--- src/rtl/led_cmd_parser.sv ---
// led_cmd_parser: takes ASCII LED commands from a UART RX FIFO, echoes every
// accepted byte back to the UART transmitter, and holds nine 8-bit colour
// levels (three LEDs x R/G/B) for the WS2812 driver.
//
// Commands: <colour><led>LF toggles a channel; <colour><led>=<hex><hex>LF sets
// a level. CR is echoed and otherwise ignored anywhere in a command.
//
// state     | meaning
// ----------|--------------------------------------------------------
// IDLE      | between commands, waiting for a colour letter
// COLOUR    | colour letter seen, expecting LED digit 1..3
// NUMBER    | colour and LED seen, expecting LF (toggle) or '='
// HEX_HI    | expecting upper hex digit of the level
// HEX_LO    | expecting lower hex digit of the level
// EXPECT_LF | level complete, expecting LF to commit the write
// DISCARD   | malformed command, swallowing bytes up to the next LF

module led_cmd_parser #(
  parameter logic [7:0] DEFAULT_LEVEL  = 8'h11,
  parameter int         TIMEOUT_CYCLES = 8000000
) (
  input  logic       Clock,
  input  logic       Reset,
  input  logic       i_Data_Ready,
  input  logic [7:0] i_Data,
  output logic       o_Read_Data,
  input  logic       i_TX_Busy,
  output logic       o_TX_Start,
  output logic [7:0] o_TX_Data,
  output logic [7:0] o_LED1_R,
  output logic [7:0] o_LED1_G,
  output logic [7:0] o_LED1_B,
  output logic [7:0] o_LED2_R,
  output logic [7:0] o_LED2_G,
  output logic [7:0] o_LED2_B,
  output logic [7:0] o_LED3_R,
  output logic [7:0] o_LED3_G,
  output logic [7:0] o_LED3_B,
  output logic       o_Update,
  output logic       o_Error
);

  // Counter only needs to reach TIMEOUT_CYCLES-1; expiry is detected there.
  localparam int                CNT_W    = (TIMEOUT_CYCLES > 1) ? $clog2(TIMEOUT_CYCLES) : 1;
  localparam bit                TMO_EN   = (TIMEOUT_CYCLES > 0);
  localparam logic [CNT_W-1:0]  TMO_LAST = CNT_W'((TIMEOUT_CYCLES > 0) ? TIMEOUT_CYCLES - 1 : 0);

  localparam logic [7:0] CH_CR = 8'h0D;
  localparam logic [7:0] CH_LF = 8'h0A;
  localparam logic [7:0] CH_EQ = 8'h3D;
  localparam logic [7:0] CH_R  = 8'h72;
  localparam logic [7:0] CH_G  = 8'h67;
  localparam logic [7:0] CH_B  = 8'h62;

  typedef enum logic [2:0] {
    IDLE,
    COLOUR,
    NUMBER,
    HEX_HI,
    HEX_LO,
    EXPECT_LF,
    DISCARD
  } state_t;

  state_t           state_q, state_d;
  logic             accept;
  logic             accept_q;
  logic [1:0]       colour_q, colour_d;
  logic [1:0]       led_q, led_d;
  logic [3:0]       hi_q, hi_d;
  logic [3:0]       lo_q, lo_d;
  logic [CNT_W-1:0] tmo_cnt_q;
  logic             tmo_hit;
  logic             wr_en;
  logic [7:0]       wr_val;
  logic             err;
  logic             update_q;
  logic [7:0]       lvl_q [9];
  logic [3:0]       sel_idx;
  logic [7:0]       cur_level;

  logic             is_colour;
  logic [1:0]       colour_code;
  logic             is_led;
  logic [1:0]       led_code;
  logic             hex_ok;
  logic [3:0]       hex_nib;

  // Accept a byte when one is waiting, the echo path is free and we did not
  // accept last cycle; reset masks it so the FIFO is never popped in reset.
  always_comb begin
    accept = ~Reset & i_Data_Ready & ~i_TX_Busy & ~accept_q;
  end

  // Remember the accept so the following cycle is a mandatory pause.
  always_ff @(posedge Clock or posedge Reset) begin
    if (Reset) accept_q <= 1'b0;
    else       accept_q <= accept;
  end

  // Character classification of the FIFO head byte.
  always_comb begin
    is_colour   = 1'b1;
    colour_code = 2'd0;
    case (i_Data)
      CH_R:    colour_code = 2'd0;
      CH_G:    colour_code = 2'd1;
      CH_B:    colour_code = 2'd2;
      default: is_colour = 1'b0;
    endcase

    is_led   = (i_Data >= 8'h31) && (i_Data <= 8'h33);
    led_code = i_Data[1:0] - 2'd1;

    hex_ok  = 1'b1;
    hex_nib = i_Data[3:0];
    if ((i_Data >= 8'h30) && (i_Data <= 8'h39)) begin
      hex_nib = i_Data[3:0];
    end else if (((i_Data >= 8'h61) && (i_Data <= 8'h66)) ||
                 ((i_Data >= 8'h41) && (i_Data <= 8'h46))) begin
      hex_nib = i_Data[3:0] + 4'd9;
    end else begin
      hex_ok = 1'b0;
    end
  end

  // Register selected by the latched colour/LED pair: LED-major, R/G/B minor.
  always_comb begin
    sel_idx   = ({2'b00, led_q} * 4'd3) + {2'b00, colour_q};
    cur_level = lvl_q[sel_idx];
  end

  // Expiry fires only in a cycle without an accept, so an accept always wins.
  always_comb begin
    tmo_hit = TMO_EN && (state_q != IDLE) && !accept && (tmo_cnt_q == TMO_LAST);
  end

  // Parser state and command field latches.
  always_ff @(posedge Clock or posedge Reset) begin
    if (Reset) begin
      state_q  <= IDLE;
      colour_q <= 2'd0;
      led_q    <= 2'd0;
      hi_q     <= 4'd0;
      lo_q     <= 4'd0;
    end else begin
      state_q  <= state_d;
      colour_q <= colour_d;
      led_q    <= led_d;
      hi_q     <= hi_d;
      lo_q     <= lo_d;
    end
  end

  // Next-state decode, register write requests and error pulses.
  always_comb begin
    state_d  = state_q;
    colour_d = colour_q;
    led_d    = led_q;
    hi_d     = hi_q;
    lo_d     = lo_q;
    wr_en    = 1'b0;
    wr_val   = 8'h00;
    err      = 1'b0;

    if (accept && (i_Data != CH_CR)) begin
      case (state_q)
        IDLE: begin
          if (is_colour) begin
            colour_d = colour_code;
            state_d  = COLOUR;
          end else if (i_Data == CH_LF) begin
            state_d = IDLE;
          end else begin
            state_d = DISCARD;
          end
        end
        COLOUR: begin
          if (is_led) begin
            led_d   = led_code;
            state_d = NUMBER;
          end else if (i_Data == CH_LF) begin
            err     = 1'b1;
            state_d = IDLE;
          end else begin
            state_d = DISCARD;
          end
        end
        NUMBER: begin
          if (i_Data == CH_LF) begin
            wr_en   = 1'b1;
            wr_val  = (cur_level != 8'h00) ? 8'h00 : DEFAULT_LEVEL;
            state_d = IDLE;
          end else if (i_Data == CH_EQ) begin
            state_d = HEX_HI;
          end else begin
            state_d = DISCARD;
          end
        end
        HEX_HI: begin
          if (hex_ok) begin
            hi_d    = hex_nib;
            state_d = HEX_LO;
          end else if (i_Data == CH_LF) begin
            err     = 1'b1;
            state_d = IDLE;
          end else begin
            state_d = DISCARD;
          end
        end
        HEX_LO: begin
          if (hex_ok) begin
            lo_d    = hex_nib;
            state_d = EXPECT_LF;
          end else if (i_Data == CH_LF) begin
            err     = 1'b1;
            state_d = IDLE;
          end else begin
            state_d = DISCARD;
          end
        end
        EXPECT_LF: begin
          if (i_Data == CH_LF) begin
            wr_en   = 1'b1;
            wr_val  = {hi_q, lo_q};
            state_d = IDLE;
          end else begin
            state_d = DISCARD;
          end
        end
        DISCARD: begin
          if (i_Data == CH_LF) begin
            err     = 1'b1;
            state_d = IDLE;
          end
        end
        default: state_d = IDLE;
      endcase
    end else if (tmo_hit) begin
      err     = 1'b1;
      state_d = IDLE;
    end
  end

  // Inactivity timer: cleared by any accept and while idle, counts otherwise.
  always_ff @(posedge Clock or posedge Reset) begin
    if (Reset) begin
      tmo_cnt_q <= '0;
    end else if (!TMO_EN || accept || (state_q == IDLE) || tmo_hit) begin
      tmo_cnt_q <= '0;
    end else begin
      tmo_cnt_q <= tmo_cnt_q + CNT_W'(1);
    end
  end

  // Colour level registers; o_Update follows every write by one cycle.
  always_ff @(posedge Clock or posedge Reset) begin
    if (Reset) begin
      for (int i = 0; i < 9; i++) lvl_q[i] <= 8'h00;
      update_q <= 1'b0;
    end else begin
      update_q <= wr_en;
      if (wr_en) lvl_q[sel_idx] <= wr_val;
    end
  end

  assign o_Read_Data = accept;
  assign o_TX_Start  = accept;
  assign o_TX_Data   = accept ? i_Data : 8'h00;
  assign o_Error     = err;
  assign o_Update    = update_q;

  assign o_LED1_R = lvl_q[0];
  assign o_LED1_G = lvl_q[1];
  assign o_LED1_B = lvl_q[2];
  assign o_LED2_R = lvl_q[3];
  assign o_LED2_G = lvl_q[4];
  assign o_LED2_B = lvl_q[5];
  assign o_LED3_R = lvl_q[6];
  assign o_LED3_G = lvl_q[7];
  assign o_LED3_B = lvl_q[8];

endmodule

--- config.mk ---
export PLATFORM = sky130hd
export DESIGN_NAME = led_cmd_parser
export DESIGN_NICKNAME = d
export VERILOG_FILES = /design/src/rtl/led_cmd_parser.sv
export SDC_FILE = /design/constraint.sdc
export NUM_CORES = 1
export LEC_CHECK = 0
export CAP_MARGIN = 40
export CORE_AREA = 8 8 105 107
export CTS_BUF_LIST = sky130_fd_sc_hd__clkbuf_4
export DETAILED_ROUTE_END_ITERATION = 10
export DIE_AREA = 0 0 113 115
export DONT_BUFFER_PORTS = 1
export PLACE_DENSITY = 0.75
export SLEW_MARGIN = 15
export SYNTH_ARGS = -nofsm -noshare
export SYNTH_HDL_FRONTEND = slang
export SYNTH_SLANG_ARGS = --single-unit
--- constraint.sdc ---
create_clock -name Clock -period 6.9 [get_ports Clock]
set_input_delay 1.38 -clock Clock [delete_from_list [all_inputs] [get_ports Clock]]
set_output_delay 1.38 -clock Clock [all_outputs]
set_load 0.02 [all_outputs]
## After elaboration in Yosys (flattened, before gate mapping)

Cells that the tools add are included.

| cells by class | value |
|---|---|
| add/subtract/negate cells | 4 |
| $mul | 1 |
| order comparisons | 10 |
| equal/unequal tests | 14 |
| muxes and demuxes | 38 |
| bitwise operators | 7 |
| reductions and logical operators | 24 |

Operators with widths:

| operator | count |
|---|---|
| $bwmux W72 | 1 |
| $mux W8 | 6 |
| $bmux W8 S4 | 1 |
| $demux W8 S4 | 1 |
| $mux W3 | 10 |
| $eq A8 B7 Y1 const B | 3 |
| $add A23 B1 Y23 const B | 1 |
| $eq A23 B23 Y1 const B | 1 |
| $mux W23 | 1 |
| $pmux W3 S7 | 1 |
| $ge A8 B6 Y1 const B | 2 |
| $ge A8 B7 Y1 const B | 2 |
| $le A8 B6 Y1 const B | 2 |
| $le A8 B7 Y1 const B | 2 |
| $pmux W8 S2 | 1 |
| $reduce_and A3 Y1 | 4 |
| $mux W1 | 10 |
| $mux W5 | 2 |
| $eq A3 B3 Y1 const B | 3 |
| $eq A8 B4 Y1 const B | 1 |
| $eq A8 B6 Y1 const B | 1 |
| $logic_and A1 B1 Y1 | 8 |
| $mux W4 | 2 |
| $ne A8 B4 Y1 const B | 1 |
| other kinds (23) | 31 |

| storage, ports and cells | value |
|---|---|
| flip-flop bits (word level) | 112 |
| input port bits | 12 |
| logic and storage cells | 115 |

## Depth between registers and ports, before layout

Gate-level depths: netlist of the first run.

| depth | value |
|---|---|
| word-level depth | 12 |
| mapped depth | 9 |
| mapped depth without buffers | 8 |

## Worst setup path before layout of the first run

No wires, ideal clock.

| timing path | value |
|---|---|
| path kind | input to output |
| start point | input Reset |
| end point | output o_Error |
| arrival | 2.869 ns |
| data required time | 5.520 ns |
| slack | 2.651 ns |
| stages on the path | 6 |
| buffers on the path | 1 |
| cells stage by stage | or4b_4 clkinv_2 clkbuf_1 nor2_1 nand3_1 o31ai_1 |

| on the way | value |
|---|---|
| word-level cells in the longest chain between the ends | 9 |
| elaborated cells between the ends (all ways) | 10 |
| those cells by class | mux: 2; bitwise: 4; reduce/logical: 4 |

Ends and longest elaborated chain:

| what | RTL line | RTL |
|---|---|---|
| from (decl) | 23 | `input logic Reset,` |
| $not A1 Y1 * | 92 | `accept = ~Reset & i_Data_Ready & ~i_TX_Busy & ~accept_q;` |
| $and A1 B1 Y1 * (3 in series) | 92 |  |
| net o_Read_Data | 26 | `output logic o_Read_Data,` |
| $logic_not A1 Y1 | 135 | `tmo_hit = TMO_EN && (state_q != IDLE) && !accept && (tmo_cnt_q == TMO_LAST);` |
| $logic_and A1 B1 Y1 (2 in series) | 135 |  |
| $mux W1 | 239 | `end else if (tmo_hit) begin` |
| $mux W1 * | 166 | `if (accept && (i_Data != CH_CR)) begin` |
| to (decl) | 40 | `output logic o_Error` |

Mark *: on every way through the listed nets, which the timed path passes. The rest lies on a longest branch.

## Worst setup path in the final report of the first run

Ends and elaborated chain as after synthesis.

==> run summary, run 1 <==
Outcome -> complete, no violations
Min-delay src -> tmo_cnt_q[0]$_DFF_PP0_
Post-CTS Setup Inserts -> 0
Clk slew on worst S/H paths -> 0.16 ns
Reg2Reg Depth -> 8
CTS sink count -> 112
Number of port buffers -> 0
Top_reg_cell synth -> dfrtp_1
Die footprint -> 13,000 um^2
Row cnt -> 36
Drt wl/cell -> 19.4 um
Worst slack at placement -> 2.44 ns
Psw -> 315 uW
Max Transition Viols Final -> 0
Via density -> 6.19
Seq pwr share -> 60.6%
Critical path's largest stage delay -> 0.69 ns
Initial core utilization -> 58.3%
Worst path cell trace -> or4b_4, clkinv_2, o21ai_4, o31ai_1
Slowest stage cell, crit path -> o31ai_1
Post-Syn Instances -> 562
Share of layout cells above drive strength 1 -> 8.47%
Via count -> 4,144
CP Launch Point -> Reset
Crit path required time -> 5.52 ns
Slew Limit Headroom -> 48.1%
Clock Skew -> 0.0107 ns
Worst Hold Class -> register to register
Antenna Cells -> 0
Multi-input gate area -> 2550 um^2
VDD IR-drop max -> 0.121 mV
Average cell area after synthesis -> 9.80 um^2
Top Family by Delay on Critical Path -> compound AO/OA/AOI/OAI gates
CTS tree -> yes
Total track usage -> 20.5%
Vias in the first global route -> 3,953
Final ANT Viol Nets -> 0
Area grow syn2layout -> 3.34%
Internal power -> 855 uW
Fin nets -> 573
Core Area -> 9460 um^2
Synth Register Bits -> 112
Worst r2r src -> led_q[0]$_DFFE_PP0P_
Cts bufs inserted -> 9
Power per cell area -> 206 nW/um^2
Clock network fraction of total power -> 30.1%
Final setup vio count -> 0
Initial antenna violation count -> 0
WP buf/inv -> 1
Max-cap viol count -> 0
DRT iter0 DRCs -> 387
Synth Cell Area -> 5510 um^2
Clk Latency, worst-skew pair -> 0.46 ns
Register area share after synthesis -> 50.9%
Leak -> 0.00246 uW
CP arrival -> 3.06 ns
# hold bufs at CTS -> 0
Final hold vios -> 0
Congestion Overflow GR -> 0
Switching share of power -> 26.9%
CP Depth -> 4
RSZ-0062 raised after global routing -> no
Startpoint Class -> input port
CTS H-Tree Depth -> 3
GP Congestion -> 0.949
Post-synth EDFFs -> 0
Largest net degree at the start of global routing -> 65
Die width -> 113 um
Seq. cell area -> 2800 um^2
Drt pass-1 iters -> 5
FILL cells -> 810
Worst setup EP type -> output pin
Peak fanout along the critical path -> 14
I/O pins -> 96
Slew @ Worst Pin -> 0.772 ns
Most frequent cells in the layout -> dfrtp_1, nand2_1, o21ai_0
Crit path kind -> input port to output pin
Ys Warns -> 0
Hold depth -> 1
Die height -> 115 um
Post-CTS sizing -> 0
Distinct cells, synth -> 62
CTS root buf -> clkbuf_4
Commonest non-fill, non-tap cell in the layout -> dfrtp_1
Largest buffer count on any clock path -> 2
First-pass GRT wire length -> 21,100 um
Max frequency -> 225 MHz
Combinational Power Share -> 9.3%
Fin crit share -> 64.3%
Mapped Nets -> 584
Setup TNS -> 0 ns
Post-DP HPWL -> 9630 um
Tmin final -> 4.44 ns
Worst Setup Slack, final -> 2.46 ns
Number of remaining DRC errors -> 0
WL final -> 13,000 um
Async S/R FF share, synth -> 100%
-- logic make-up after synthesis --
logic type / Yosys count / synth area share, %
xor gates and xnor gates: 24 / 3.81
muxes: 13 / 3.16
AOI/OAI and AO/OA: 97 / 10.9
adders and majority gates: 10 / 2.54
DFF: 112 / 50.9
and+or+nand+nor: 273 / 25.8
buffers and inverters: 33 / 2.91
-- registers in the layout, indices dropped and copies added (netlist names) --
register	cells
o_LED1_R	8
o_LED2_R	8
o_LED3_R	8
o_Update	1
o_LED1_G	8
o_LED2_G	8
colour_q	2
o_LED2_B	8
o_LED3_G	8
hi_q	4
lo_q	4
tmo_cnt_q	23
accept_q	1
o_LED1_B	8
state_q	3
led_q	2
o_LED3_B	8
-- synth_stat cells, types with 2 or more instances --
master | instances | area share (%)
nor2b_1 | 21 | 2.4
xnor2_1 | 11 | 1.7
or3b_2 | 2 | 0.32
xor2_1 | 13 | 2.1
o31ai_1 | 2 | 0.27
inv_1 | 8 | 0.54
or2_2 | 2 | 0.23
o211ai_1 | 3 | 0.41
mux2i_1 | 2 | 0.36
nand3_1 | 24 | 2.2
and4_1 | 2 | 0.32
a21oi_1 | 2 | 0.18
nor3_1 | 10 | 0.91
nor3b_1 | 3 | 0.41
nand4_1 | 15 | 1.7
or4_4 | 3 | 0.61
and3b_1 | 2 | 0.32
o21ai_2 | 3 | 0.48
nor4bb_1 | 2 | 0.36
a31oi_1 | 18 | 2.0
nand2_1 | 86 | 5.9
nor4_1 | 16 | 1.8
nor4b_1 | 2 | 0.32
dfrtp_1 | 112 | 51
nand3b_1 | 4 | 0.54
o21ai_0 | 53 | 4.8
nor2_1 | 48 | 3.3
mux2_4 | 8 | 2.2
o21ai_1 | 3 | 0.27
o31a_1 | 2 | 0.32
clkbuf_1 | 18 | 1.2
ha_1 | 8 | 1.8
and2_1 | 9 | 1.0
and3_1 | 4 | 0.45
nor3_2 | 2 | 0.36
mux2_2 | 3 | 0.61
buf_6 | 4 | 0.82
nand2b_1 | 3 | 0.34
or3_1 | 2 | 0.23
or4_1 | 4 | 0.54
fa_1 | 2 | 0.73
-- power by group through the flow --
stage / registers, uW / logic [uW] / clock network, uW
6_report: 709 / 109 / 353
5_1_grt: 713 / 122 / 387
4_1_cts: 708 / 110 / 359
3_5_place_dp: 720 / 109 / 0
3_3_place_gp: 719 / 106 / 0
2_1_floorplan: 701 / 105 / 0
-- metal layers --
layer  vias to the layer above  part of all wire [%]  global-route usage (%)
met5                         -                     0                       0
met4                         0                  0.92                    4.88
met3                         9                   8.9                    6.51
met2                       138                    47                    32.4
met1                      2035                    43                    26.9
li1                       1962                     -                       -
-- metrics by stage --
| stage | utilization [%] | area, um^2 | instances | power (uW) | hold WS [ns] |
|---|---|---|---|---|---|
| 2_1_floorplan | - | 5510 | 562 | 806 | 0.476 |
| 3_3_place_gp | 58.5 | 5540 | 653 | 826 | 0.506 |
| 3_5_place_dp | 58.5 | 5540 | 653 | 829 | 0.505 |
| 4_1_cts | 60.1 | 5690 | 668 | 1180 | 0.539 |
| 5_1_grt | 60.2 | 5690 | 669 | 1220 | 0.558 |
| 6_report | 60.2 | 5690 | 669 | 1170 | 0.533 |
-- path summary, 6_finish.rpt --
kind,end,slack [ns]
max,o_Error,2.46
min,tmo_cnt_q[0]$_DFF_PP0_,0.53
max reg2reg,o_LED2_R[0]$_DFFE_PP0P_,3.47
min reg2reg,tmo_cnt_q[0]$_DFF_PP0_,0.53
max in group asynchronous,o_LED3_R[1]$_DFFE_PP0P_,4.89
min in group asynchronous,accept_q$_DFF_PP0_,0.82
-- worst reg2reg max path: stages (launching register included) --
cell	delay, ns
dfrtp_1	0.46
fa_1	0.47
ha_1	0.22
fa_1	0.50
or4b_2	0.69
a21oi_1	0.25
a2111oi_2	0.09
nand3_1	0.46
a31oi_1	0.17
-- final cells by class --
cell class,count,area share (%)
repair buffers,2,0.220
inverters,9,0.659
flip-flops and latches,112,49.2
well taps,114,2.50
clock inverters,6,1.47
clock buffers,9,1.19
multi-input cells,417,44.7
No activity file was read; power rests on OpenSTA's default activity.
==> run 2: changes to the inputs <==
--- a/config.mk
+++ b/config.mk
@@ -11,7 +11,7 @@
 export DETAILED_ROUTE_END_ITERATION = 10
 export DIE_AREA = 0 0 113 115
 export DONT_BUFFER_PORTS = 1
-export PLACE_DENSITY = 0.75
+export PLACE_DENSITY = 0.78
 export SLEW_MARGIN = 15
 export SYNTH_ARGS = -nofsm -noshare
 export SYNTH_HDL_FRONTEND = slang
==> constraint.sdc (replaced) <==
create_clock -name Clock -period 3.91 [get_ports Clock]
set_input_delay 0.782 -clock Clock [delete_from_list [all_inputs] [get_ports Clock]]
set_output_delay 0.782 -clock Clock [all_outputs]
set_load 0.02 [all_outputs]
==> run 2 against run 1 <==
  * Count of clock-buffer cells in the layout rose by 1
  * Worst hold slack got worse by 0.48 ns
  * Critical path depth rose by 3
  * Sequential power rose by 76%
  * Utilization rose by 0.32 points
  * Clock skew rose by 0.011 ns
  * First-iteration DRC count fell by 37%
  * Sequential cell count did not move
  * Critical endpoint is now o_LED3_B[0]$_DFFE_PP0P_
==> run summary, run 2 (same netlist as run 1, synthesis figures left out) <==
Slew Limit Headroom -> 40.6%
Commonest non-fill, non-tap cell in the layout -> dfrtp_1
Die height -> 115 um
Area grow syn2layout -> 3.88%
Top reg by flops -> tmo_cnt_q
Clock Skew -> 0.0215 ns
Post-CTS Setup Inserts -> 0
Worst Hold Class -> input port to async pin
I/O pins -> 96
Initial antenna violation count -> 0
Switching share of power -> 27.7%
Power per cell area -> 354 nW/um^2
Drt pass-1 iters -> 5
VDD IR-drop max -> 0.248 mV
DRT iter0 DRCs -> 245
Leak -> 0.00248 uW
CP arrival -> 3.65 ns
Die width -> 113 um
RSZ-0062 raised after global routing -> no
Total track usage -> 20.6%
Tmin final -> 3.33 ns
Final hold vios -> 0
Fin nets -> 575
WL final -> 13,000 um
Internal power -> 1460 uW
GP Congestion -> 0.863
Largest register FFs -> 23
Psw -> 562 uW
Clk Latency, worst-skew pair -> 0.45 ns
Antenna Cells -> 0
Core Area -> 9460 um^2
Most frequent cells in the layout -> dfrtp_1, nand2_1, o21ai_0
Number of port buffers -> 0
Initial core utilization -> 58.3%
Max-cap viol count -> 0
Setup TNS -> 0 ns
Row cnt -> 36
Post-CTS sizing -> 0
Max frequency -> 300 MHz
Die footprint -> 13,000 um^2
Final setup vio count -> 0
CTS H-Tree Depth -> 3
Share of layout cells above drive strength 1 -> 9.14%
Congestion Overflow GR -> 0
First-pass GRT wire length -> 21,300 um
Final ANT Viol Nets -> 0
Drt wl/cell -> 19.4 um
# hold bufs at CTS -> 0
Combinational Power Share -> 9.6%
Largest net degree at the start of global routing -> 69
Vias in the first global route -> 4,089
Clk slew on worst S/H paths -> 0.17 ns
Via count -> 4,118
Number of remaining DRC errors -> 0
Crit path required time -> 4.23 ns
CTS root buf -> clkbuf_4
Post-DP HPWL -> 9750 um
Via density -> 6.13
Fin crit share -> 85.2%
Worst setup EP type -> register
Slew @ Worst Pin -> 0.882 ns
Largest buffer count on any clock path -> 2
CTS sink count -> 112
Cts bufs inserted -> 9
Layout Utilization -> 60.5%
CTS tree -> yes
Crit path kind -> register to register
Outcome -> complete, no violations
Seq pwr share -> 61.7%
Startpoint Class -> register
Clock network fraction of total power -> 28.7%
Peak fanout along the critical path -> 16
Max Transition Viols Final -> 0
## run 2: cell count changes in the layout (fill, tap and decap cells not counted), sizes merged
cell	change
buf	+3
bufinv	-1
clkinvlp	+1
## run 2: per-stage QoR
stage | power (uW) | hold slack, ns | cells | cell area [um^2] | setup slack (ns)
floorplan | 1420 | 0.476 | 562 | 5510 | 0.169
global placement | 1460 | 0.503 | 655 | 5550 | 0.692
detailed placement | 1460 | 0.504 | 655 | 5550 | 0.602
CTS | 2040 | 0.353 | 671 | 5700 | 0.571
global route | 2120 | 0.0146 | 672 | 5720 | 0.359
finish | 2030 | 0.0504 | 672 | 5720 | 0.579
## run 2: routing by layer
metal	wire length (um)	GRT usage, %	vias up
li1	-	-	1976
met1	5370	25.5	2003
met2	6390	34.3	124
met3	1100	5.99	15
met4	160	5.86	0
met5	0	0	-
## run 2: final timing paths
kind | start | endpoint | slack [ns] | cells after the start
hold reg to reg | tmo_cnt_q[0]$_DFF_PP0_ | tmo_cnt_q[0]$_DFF_PP0_ | 0.53 | 1
max in group asynchronous | Reset | o_LED3_G[0]$_DFFE_PP0P_ | 2.97 | 3
hold / removal | Reset | tmo_cnt_q[1]$_DFF_PP0_ | 0.05 | 1
setup reg to reg | colour_q[1]$_DFFE_PP0P_ | o_LED3_B[0]$_DFFE_PP0P_ | 0.58 | 7
setup / recovery | colour_q[1]$_DFFE_PP0P_ | o_LED3_B[0]$_DFFE_PP0P_ | 0.58 | 7
min in group Clock | i_Data[2] | colour_q[0]$_DFFE_PP0P_ | 0.51 | 2
## run 2: power by group through the flow
stage / clock network, uW / logic (uW) / registers, uW
6_report: 581 / 195 / 1250
3_5_place_dp: 0 / 192 / 1270
4_1_cts: 595 / 194 / 1250
3_3_place_gp: 0 / 187 / 1270
2_1_floorplan: 0 / 184 / 1240
5_1_grt: 637 / 219 / 1260
## run 2: cell type report
type                            instances  area (um^2)
Tap cell                              114          143
Clock inverter                          6         68.8
Fill cell                             791         3730
Multi-Input combinational cell        417         2550
Timing Repair Buffer                    4         50.0
Sequential cell                       112         2800
Clock buffer                           10         75.1
Inverter                                9         37.5
## run 2: worst max-delay path: stages, from the launching register on
cell      delay (ns)
dfrtp_1         0.43
fa_1            0.49
ha_1            0.22
fa_1            0.49
or4b_2          0.68
or3_1           0.63
nand2_1         0.17
o211ai_2        0.09
